`config.mk`:
```
export PLATFORM = sky130hd
export DESIGN_NAME = acc_bank_rotator
export DESIGN_NICKNAME = d
export VERILOG_FILES = /design/src/rtl/acc_bank_pkg.sv /design/src/rtl/acc_bank_lane.sv /design/src/rtl/acc_bank_rotator.sv
export SDC_FILE = /design/constraint.sdc
export NUM_CORES = 1
export LEC_CHECK = 0
export ABC_AREA = 1
export BUFFER_PORTS_ARGS = -buffer_cell sky130_fd_sc_hd__buf_2
export CORE_MARGIN = 8
export CORE_UTILIZATION = 35
export DETAILED_ROUTE_END_ITERATION = 8
export SKIP_LAST_GASP = 1
export SLEW_MARGIN = 20
export SYNTH_ARGS = -nofsm -noshare
export SYNTH_HDL_FRONTEND = slang
export SYNTH_HIERARCHICAL = 1
export SYNTH_SLANG_ARGS = --single-unit
```
`constraint.sdc`:
```
create_clock -name clk -period 5.6 [get_ports clk]
set_input_delay 1.12 -clock clk [delete_from_list [all_inputs] [get_ports clk]]
set_output_delay 1.12 -clock clk [all_outputs]
set_load 0.05 [all_outputs]
```
`src/rtl/acc_bank_pkg.sv`:
```
// Shared types and helpers for the rotating accumulation buffer:
// bank-pointer arithmetic modulo NBANK and the saturating/wrapping adder.
package acc_bank_pkg;

  // Widest accumulator the adder helper can evaluate (two guard bits kept free).
  localparam int MAXW = 64;

  // Bank index as used by the pointer helpers; callers truncate to their pointer width.
  typedef int unsigned bank_idx_t;

  // Adder result: low OWID bits of val carry the new bank value.
  typedef struct packed {
    logic            ovf;
    logic [MAXW-1:0] val;
  } add_res_t;

  // Next bank index, wrapping from nbank-1 back to 0.
  function automatic bank_idx_t ptr_inc(input bank_idx_t p, input bank_idx_t nbank);
    return (p == nbank - 1) ? bank_idx_t'(0) : p + 1;
  endfunction

  // Previous bank index, wrapping from 0 back to nbank-1.
  function automatic bank_idx_t ptr_dec(input bank_idx_t p, input bank_idx_t nbank);
    return (p == 0) ? nbank - 1 : p - 1;
  endfunction

  // Adds two operands already extended to MAXW bits and fits the sum into owid bits.
  // The sum is exact at MAXW bits, so range checks against the owid limits are exact too.
  function automatic add_res_t sat_add(input logic [MAXW-1:0] a,
                                       input logic [MAXW-1:0] b,
                                       input int              owid,
                                       input bit              is_signed,
                                       input bit              sat);
    add_res_t r;
    longint   sum;
    longint   max_v;
    longint   min_v;
    sum = $signed(a) + $signed(b);
    if (is_signed) begin
      max_v = (longint'(1) << (owid - 1)) - 1;
      min_v = -(longint'(1) << (owid - 1));
    end else begin
      max_v = (longint'(1) << owid) - 1;
      min_v = 0;
    end
    r.ovf = (sum > max_v) || (sum < min_v);
    if (sat && (sum > max_v)) begin
      r.val = max_v;
    end else if (sat && (sum < min_v)) begin
      r.val = min_v;
    end else begin
      // Wrapping keeps the low owid bits, which the caller slices off.
      r.val = sum;
    end
    return r;
  endfunction

endpackage

```
`src/rtl/acc_bank_lane.sv`:
```
// One accumulation lane: NBANK bank registers with sticky overflow bits,
// the lane adder, and the read mux for the most recently closed bank.
module acc_bank_lane
  import acc_bank_pkg::*;
#(
  parameter int NBANK  = 2,
  parameter int IWID   = 7,
  parameter int OWID   = 17,
  parameter int SIGNED = 0,
  parameter int SAT    = 0,
  parameter int PW     = $clog2(NBANK)
) (
  input  logic            clk,
  input  logic            rst,
  input  logic            hold_i,
  input  logic            valid_i,
  input  logic            clear_i,
  input  logic            swap_i,
  input  logic [PW-1:0]   acc_ptr_i,
  input  logic [PW-1:0]   rd_ptr_i,
  input  logic [IWID-1:0] data_i,
  output logic [OWID-1:0] rd_data_o,
  output logic            rd_ovf_o
);

  logic [OWID-1:0]  bank_q [NBANK];
  logic [OWID-1:0]  bank_d [NBANK];
  logic [NBANK-1:0] ovf_q;
  logic [NBANK-1:0] ovf_d;
  logic [PW-1:0]    nxt_ptr;
  logic [MAXW-1:0]  a_ext;
  logic [MAXW-1:0]  b_ext;
  add_res_t         add_res;
  logic             unused_hi;

  // Bank that becomes the accumulating one after a swap; it is zeroed on arrival.
  assign nxt_ptr = PW'(ptr_inc(bank_idx_t'(acc_ptr_i), NBANK));

  // Extend the current bank value and the lane input, then add with saturation or wrap.
  always_comb begin
    if (SIGNED != 0) begin
      a_ext = {{(MAXW-OWID){bank_q[acc_ptr_i][OWID-1]}}, bank_q[acc_ptr_i]};
      b_ext = {{(MAXW-IWID){data_i[IWID-1]}}, data_i};
    end else begin
      a_ext = {{(MAXW-OWID){1'b0}}, bank_q[acc_ptr_i]};
      b_ext = {{(MAXW-IWID){1'b0}}, data_i};
    end
    add_res = sat_add(a_ext, b_ext, OWID, SIGNED != 0, SAT != 0);
  end

  // Only the low OWID bits of the adder result are stored.
  assign unused_hi = ^add_res.val[MAXW-1:OWID];

  // Next bank contents: clear beats add, and a swap zeroes the incoming bank at the same edge.
  always_comb begin
    // NOTE: every output gets a default first so no path leaves it unassigned (no latch).
    bank_d = bank_q;
    ovf_d  = ovf_q;
    if (!hold_i) begin
      if (clear_i) begin
        bank_d[acc_ptr_i] = '0;
        ovf_d[acc_ptr_i]  = 1'b0;
      end else if (valid_i) begin
        bank_d[acc_ptr_i] = add_res.val[OWID-1:0];
        ovf_d[acc_ptr_i]  = ovf_q[acc_ptr_i] | add_res.ovf;
      end
      if (swap_i) begin
        bank_d[nxt_ptr] = '0;
        ovf_d[nxt_ptr]  = 1'b0;
      end
    end
  end

  // Bank and overflow registers with synchronous reset.
  always_ff @(posedge clk) begin
    // NOTE: state uses non-blocking assignments; the bank array is reset element by
    // element because the all-zero contents are visible on the read port after reset.
    if (rst) begin
      for (int b = 0; b < NBANK; b++) begin
        bank_q[b] <= '0;
      end
      ovf_q <= '0;
    end else begin
      bank_q <= bank_d;
      ovf_q  <= ovf_d;
    end
  end

  assign rd_data_o = bank_q[rd_ptr_i];
  assign rd_ovf_o  = ovf_q[rd_ptr_i];

endmodule

```
`src/rtl/acc_bank_rotator.sv`:
```
// Multi-channel rotating accumulation buffer: NCH lanes accumulate into the
// current bank while the most recently closed bank is presented downstream.
module acc_bank_rotator
  import acc_bank_pkg::*;
#(
  parameter int NCH    = 4,
  parameter int NBANK  = 2,
  parameter int IWID   = 7,
  parameter int OWID   = 17,
  parameter int SIGNED = 0,
  parameter int SAT    = 0
) (
  input  logic                       clk,
  input  logic                       rst,
  input  logic                       iValid,
  input  logic                       iClear,
  input  logic                       iHold,
  input  logic                       iSwap,
  input  logic [NCH*IWID-1:0]        iData,
  output logic [NCH*OWID-1:0]        oData,
  output logic [NCH-1:0]             oOvf,
  output logic                       oValid,
  output logic [$clog2(NBANK)-1:0]   oBank
);

  localparam int PW = $clog2(NBANK);

  // Reject configurations the datapath cannot represent.
  if (NBANK < 2) begin : g_chk_nbank
    $error("acc_bank_rotator: NBANK must be at least 2");
  end
  if (OWID <= IWID) begin : g_chk_owid
    $error("acc_bank_rotator: OWID must exceed IWID");
  end
  if (OWID > MAXW - 2) begin : g_chk_maxw
    $error("acc_bank_rotator: OWID too wide for the adder helper");
  end

  logic [PW-1:0] acc_q;
  logic [PW-1:0] acc_d;
  logic [PW-1:0] rd_ptr;
  logic          valid_q;
  logic          valid_d;

  // An accepted swap advances the accumulating bank and raises the completion strobe.
  always_comb begin
    acc_d   = acc_q;
    valid_d = 1'b0;
    if (!iHold && iSwap) begin
      acc_d   = PW'(ptr_inc(bank_idx_t'(acc_q), NBANK));
      valid_d = 1'b1;
    end
  end

  // Shared pointer and strobe registers.
  always_ff @(posedge clk) begin
    if (rst) begin
      acc_q   <= '0;
      valid_q <= 1'b0;
    end else begin
      acc_q   <= acc_d;
      valid_q <= valid_d;
    end
  end

  // The read bank is always the one just behind the accumulating bank.
  assign rd_ptr = PW'(ptr_dec(bank_idx_t'(acc_q), NBANK));

  for (genvar k = 0; k < NCH; k++) begin : g_lane
    acc_bank_lane #(
      .NBANK (NBANK),
      .IWID  (IWID),
      .OWID  (OWID),
      .SIGNED(SIGNED),
      .SAT   (SAT),
      .PW    (PW)
    ) u_lane (
      .clk      (clk),
      .rst      (rst),
      .hold_i   (iHold),
      .valid_i  (iValid),
      .clear_i  (iClear),
      .swap_i   (iSwap),
      .acc_ptr_i(acc_q),
      .rd_ptr_i (rd_ptr),
      .data_i   (iData[k*IWID +: IWID]),
      .rd_data_o(oData[k*OWID +: OWID]),
      .rd_ovf_o (oOvf[k])
    );
  end

  assign oValid = valid_q;
  assign oBank  = acc_q;

endmodule

```
==> results of run 1 <==
[tightest hold or removal path: cells and delay by family, from the launching register on]
kind / cells / cell delay, ns
AOI/OAI and AO/OA: 1 / 0.05
and+or+nand+nor: 1 / 0.06
DFF: 1 / 0.31
[sequential cells by signal, summed over array words and instances, names as in the netlist]
name / cells
oBank: 1
oValid: 1
g_lane.u_lane/bank_q: 136
g_lane.u_lane/ovf_q: 8
[cell type report]
cell class                 count  area (sq um)
multi-input combinational   1562          7780
inverter                     230           871
sequential                   146          2930
fill                        3771         20800
clock inverter                12           156
clock buffer                  20           457
timing repair buffer         120           641
tap                          455           569
[per-stage QoR]
stage | setup WS (ns) | hold slack [ns] | power, W
after global placement | 2.33 | 0.452 | 0.00166
after CTS | 1.80 | 0.467 | 0.00290
final | 1.87 | 0.465 | 0.00287
after detailed placement | 2.29 | 0.457 | 0.00167
after global routing | 1.58 | 0.479 | 0.00301
after floorplan | 1.95 | 0.439 | 0.00153
[cell usage after synthesis (2+ instances only)]
cell,instances
fa_1,4
nor2_2,27
nor2_8,3
o211ai_1,7
dfxtp_1,146
nor2_1,91
nand2_2,42
buf_1,3
a22oi_1,8
buf_6,11
ha_1,28
nand2_1,730
buf_4,4
xnor2_1,8
nor3_1,2
o21ai_0,181
inv_1,201
a221oi_1,4
o2111ai_1,5
nor2_4,6
nand2_4,17
and2_1,7
nand3b_1,7
o31ai_2,3
nand3_2,3
buf_2,11
inv_2,27
nand3_1,81
o21bai_1,5
nand4_1,12
xor2_1,20
a211oi_1,33
o21ai_1,16
o32ai_2,3
a21oi_1,196
clkbuf_1,56
a21oi_2,9
[worst paths after layout]
kind                            endpoint  cells past startpoint
max reg2reg  g_lane[3].u_lane/bank_q[33]                     15
min          g_lane[2].u_lane/bank_q[23]                      2
min reg2reg  g_lane[2].u_lane/bank_q[23]                      2
max                            oData[21]                      5
[cell usage in the layout (no fill, tap or decap), types with 4 or more instances in the layout]
master / n
xnor2_1: 8
nand2_4: 17
a21oi_1: 196
a221oi_1: 4
inv_1: 201
inv_2: 26
o21bai_1: 5
fa_1: 4
dfxtp_1: 145
clkinv_4: 4
a211oi_1: 33
and2_1: 7
o21ai_0: 181
nand2_1: 730
o2111ai_1: 5
nand2_2: 42
nor2_4: 6
o21ai_1: 16
buf_4: 16
nor2_2: 27
a22oi_1: 8
a21oi_2: 9
buf_2: 104
nand3b_1: 7
nand3_1: 81
nand4_1: 12
xor2_1: 20
ha_1: 28
o211ai_1: 7
clkbuf_16: 17
nor2_1: 91
[per-layer routing]
metal | GRT usage (%) | wire length, um
met5 | 0 | 0
met4 | 8.06 | 1190
met3 | 3.10 | 1900
met2 | 30.8 | 17900
met1 | 24.2 | 17900
[power by group through the flow]
stage | Clock, W | Combinational (W) | Sequential [W]
after detailed placement | 0 | 0.000557 | 0.00111
after global routing | 0.00130 | 0.000622 | 0.00109
after global placement | 0 | 0.000553 | 0.00111
after floorplan | 0 | 0.000420 | 0.00111
after CTS | 0.00126 | 0.000559 | 0.00109
final | 0.00123 | 0.000560 | 0.00109
[cells by family after synthesis]
family,count (synthesis),share of synthesized area (%)
fa+ha+maj,32,3.58
buf+inv,317,11.1
simple gates,1028,37.0
flops,146,24.3
xor+xnor,28,2.04
compound gates,474,22.1
==> results_dict.tcl, run 1 <==
set metrics [dict create \
    critPathMaxStageDelay_ns 0.65 \
    die_h_um 201 \
    synth_edf_count 0 \
    clkPwrFrac_pct 42.7 \
    finalMaxSlewViolations 0 \
    async_flop_share_pct 0 \
    path_delay_family "buffers and inverters" \
    worst-path-max-fanout 90 \
    cts_tree "done" \
    io_buffers 107 \
    grt_overflow 0 \
    clock-sinks 146 \
    grt_setup_unrepaired "no" \
    numCtsBuffers 17 \
    finalHoldViolCount 0 \
    relSlewSlack_pct 37.6 \
    worst-setup-path-type "register to output pin" \
    drive_gt1_share_pct 14.1 \
    clock_latency_ns 0.45 \
    htree_levels 4 \
    post_cts_resized 0 \
    min_from "g_lane[2].u_lane/bank_q[23]" \
    grt_pass1_vias 12245 \
    final_nets 2143 \
    startpoint_type "register" \
    totalWireLength_um 38900 \
    power.leakage_nw 5.57 \
    syn_area_sq_mm 0.0120 \
    avgRoutedWirePerCell_um 15.3 \
    syn-num-nets 2091 \
    syn_to_final_growth_pct 11.3 \
    combPwrFrac_pct 19.5 \
    swShare_pct 32.7 \
    peakVddDrop_mv 0.224 \
    fin_skew_ns 0.0164 \
    tightest_slew_ns 0.936 \
    p_per_area_mw_per_mm2 214 \
    path_buf_inv 3 \
    final_cells 2545 \
    synthTopCellsByArea "dfxtp_1 24%, nand2_1 23%, a21oi_1 8.2%" \
    clockBufferDepth 2 \
    crit_chain "inv_4 -> buf_4 -> nand2_1 -> o21ai_0 -> buf_2" \
    cts_hold_buf 0 \
    final-setup-viol-count 0 \
    outcome "finished, final reports clean" \
    antenna_found_initial 0 \
    hp-class "register to register" \
    pwr-share-seq_pct 37.8 \
    yosysWarningCount 6 \
    grt_use_total_pct 18.8 \
    die_w_um 201 \
    core_sq_mm 0.0342 \
    intPower_w 0.00193 \
    synth_top_area_share_pct 24.3 \
    post-route-util_pct 39.2 \
    worstPathArrival_ns 2.61 \
    seq_area_frac_synth_pct 24.3 \
    end_kind "output pin" \
    synth_flop_cell "dfxtp_1" \
    syn_inst 2025 \
    root_buffer "clkbuf_16" \
    fin_crit_ns 3.73 \
    cts_setup_buffers 0 \
    drc_errors 0 \
    cp-startpoint "oBank" \
    die_area_sq_mm 0.0406 \
    yosysTopAreaCell "dfxtp_1" \
    worstPathRequired_ns 4.48 \
    diodes 0 \
    fmax_mhz 268 \
    row_count 68 \
    power_switching_w 0.000940 \
    initial_core_util_pct 35.2 \
    syn_avg_cell_area_sq_um 5.94 \
    critPathSlowestCell "inv_4" \
    regToRegStartpoint "oBank" \
    yosysUniqueCellTypes 45 \
    rrSetupSlack_ns 2.34 \
    grt_pass1_wl_um 63400 \
    dr.pass1.iters 5 \
    stdcell_area_sq_mm 0.0134 \
    place_area_sq_mm 0.0128 \
    vias_per_cell 5.08 \
    fin_crit_sh_pct 66.7 \
    hpwl_um 27800 \
    gp_congestion 0.947 \
    fin_tns_setup_ns 0 \
    dr_total_vias 12923 \
    drt_iter0_markers 874 \
    ios 108 \
    numPlacedInstances 2513 \
    ant_nets 0 \
    cap_violations 0 \
    synth-seq-cells 146 \
    grt_max_degree 91 \
    cts.clk_slew.worst_paths_ns 0.06 \
]
(Power assumes the default switching activity.)
==> inputs of run 2 (changes only) <==
==> constraint.sdc (replaced) <==
create_clock -name clk -period 3.5 [get_ports clk]
set_input_delay 0.7 -clock clk [delete_from_list [all_inputs] [get_ports clk]]
set_output_delay 0.7 -clock clk [all_outputs]
set_load 0.05 [all_outputs]
==> run 2 against run 1 <==
Largest cell class unchanged. Worst setup slack worse by 1.5 ns. Sequential power is 60% higher. Final cell count is 0.47% higher. Die area stayed put. Clock power is 67% higher.
==> results_dict.tcl, run 2 (same netlist as run 1, synthesis figures left out) <==
set metrics [dict create \
    htree_levels 4 \
    grt_overflow 0 \
    path_delay_family "buffers and inverters" \
    worst-setup-path-type "register to output pin" \
    worst-path-max-fanout 53 \
    critPathMaxStageDelay_ns 0.47 \
    peakVddDrop_mv 0.340 \
    cts.clk_slew.worst_paths_ns 0.07 \
    grt_use_total_pct 19.4 \
    fin_skew_ns 0.0104 \
    fin_crit_sh_pct 88.2 \
    startpoint_type "register" \
    whs_path_depth 2 \
    hp-class "register to register" \
    dr.pass1.iters 7 \
    avgRoutedWirePerCell_um 15.7 \
    final_cells 2557 \
    largest_register "g_lane.u_lane/bank_q" \
    cts_setup_buffers 0 \
    io_buffers 107 \
    initial_core_util_pct 35.2 \
    clock_latency_ns 0.44 \
    fillerInstances 3724 \
    fin_tns_setup_ns 0 \
    reg.largest.list "g_lane.u_lane/bank_q: 136 flops, g_lane.u_lane/ovf_q: 8 flops" \
    tightest_slew_ns 0.691 \
    mostFrequentLayoutCells "730 x nand2_1, 201 x inv_1, 196 x a21oi_1" \
    die_area_sq_mm 0.0406 \
    drive_gt1_share_pct 14.7 \
    drt_iter0_markers 889 \
    ios 108 \
    outcome "finished, final reports clean" \
    totalWireLength_um 40000 \
    vias_per_cell 5.14 \
    multi_input_area_sq_mm 0.00778 \
    seqCellArea_sq_mm 0.00293 \
    clockBufferDepth 2 \
    fmax_mhz 324 \
    finalHoldViolCount 0 \
    ant_nets 0 \
    die_h_um 201 \
    crit_cells 5 \
    final-setup-viol-count 0 \
    cts_hold_buf 0 \
    worstPathRequired_ns 2.80 \
    drc_errors 0 \
    clock-sinks 146 \
    diodes 0 \
    holdWs_ns 0.470 \
    grt_pass1_vias 12573 \
    path_buf_inv 3 \
    post_cts_resized 0 \
    antenna_found_initial 0 \
    grt_pass1_wl_um 65300 \
    power.leakage_nw 5.63 \
    worstPathArrival_ns 2.39 \
    grt_setup_unrepaired "no" \
    p_per_area_mw_per_mm2 349 \
    die_w_um 201 \
    reg2reg_depth 15 \
    root_buffer "clkbuf_16" \
    numCtsBuffers 17 \
    end_kind "output pin" \
    dr_total_vias 13150 \
    cap_violations 0 \
    core_sq_mm 0.0342 \
    layout_commonest_cell "nand2_1" \
    critPathSlowestCell "dfxtp_4" \
    finalMaxSlewViolations 0 \
    row_count 68 \
    gp_congestion 0.924 \
    crit_chain "inv_4 -> buf_4 -> nand2_1 -> o21ai_0 -> buf_2" \
    syn_to_final_growth_pct 12.7 \
    relSlewSlack_pct 53.9 \
    numPlacedInstances 2526 \
    hpwl_um 28900 \
    grt_max_degree 54 \
    final_nets 2156 \
    fin_crit_ns 3.09 \
    power_w 0.00473 \
    cts_tree "done" \
    largest_reg_flops 136 \
]
## run 2: worst paths after layout
| kind | startpoint | endpoint | slack (ns) |
|---|---|---|---|
| worst min-delay path | g_lane[0].u_lane/bank_q[22] | g_lane[0].u_lane/bank_q[22] | 0.47 |
| worst max register to register | oBank | g_lane[1].u_lane/bank_q[31] | 0.70 |
| worst min register to register | g_lane[0].u_lane/bank_q[22] | g_lane[0].u_lane/bank_q[22] | 0.47 |
| worst max-delay path | oBank | oData[43] | 0.41 |
## run 2: routing by layer
metal	global-route usage (%)	wire length, um	up-vias
met1	24.9	18200	6064
met2	32.5	18600	370
met5	0	0	-
li1	-	-	6651
met3	2.72	2150	65
met4	7.36	1020	0
## run 2: metrics by stage
step                instance area (sq um)  util (%)  setup slack [ns]
floorplan                           12000         -             0.270
global placement                    12900      37.8             0.798
detailed placement                  12900      37.8             0.747
CTS                                 13600      39.6             0.313
global route                        13600      39.6             0.253
finish                              13600      39.6             0.411
## run 2: final cells by class
| class | count | share of cell area [%] |
|---|---|---|
| clock inverter | 14 | 1.58 |
| timing repair buffer | 133 | 5.72 |
| tap | 455 | 4.20 |
| sequential | 146 | 21.6 |
| clock buffer | 17 | 3.14 |
| multi-input combinational | 1562 | 57.4 |
| inverter | 230 | 6.42 |
## run 2: power breakdown
part / internal, W / switching [W] / total, W
Combinational: 0.000247 / 0.000672 / 0.000919
Clock: 0.00126 / 0.000806 / 0.00206
Sequential: 0.00170 / 0.0000417 / 0.00174
## run 2: worst reg2reg max path: stages (launching register included)
cell	delay, ns
dfxtp_4	0.61
buf_4	0.40
o21ai_0	0.15
ha_1	0.22
fa_1	0.42
nand2_1	0.10
nand2_1	0.06
nand3_1	0.07
nand2_1	0.12
nand3_1	0.14
nand2_1	0.06
nand2_1	0.08
nand3_1	0.07
nand2_1	0.07
nand2_1	0.05
a21oi_1	0.13
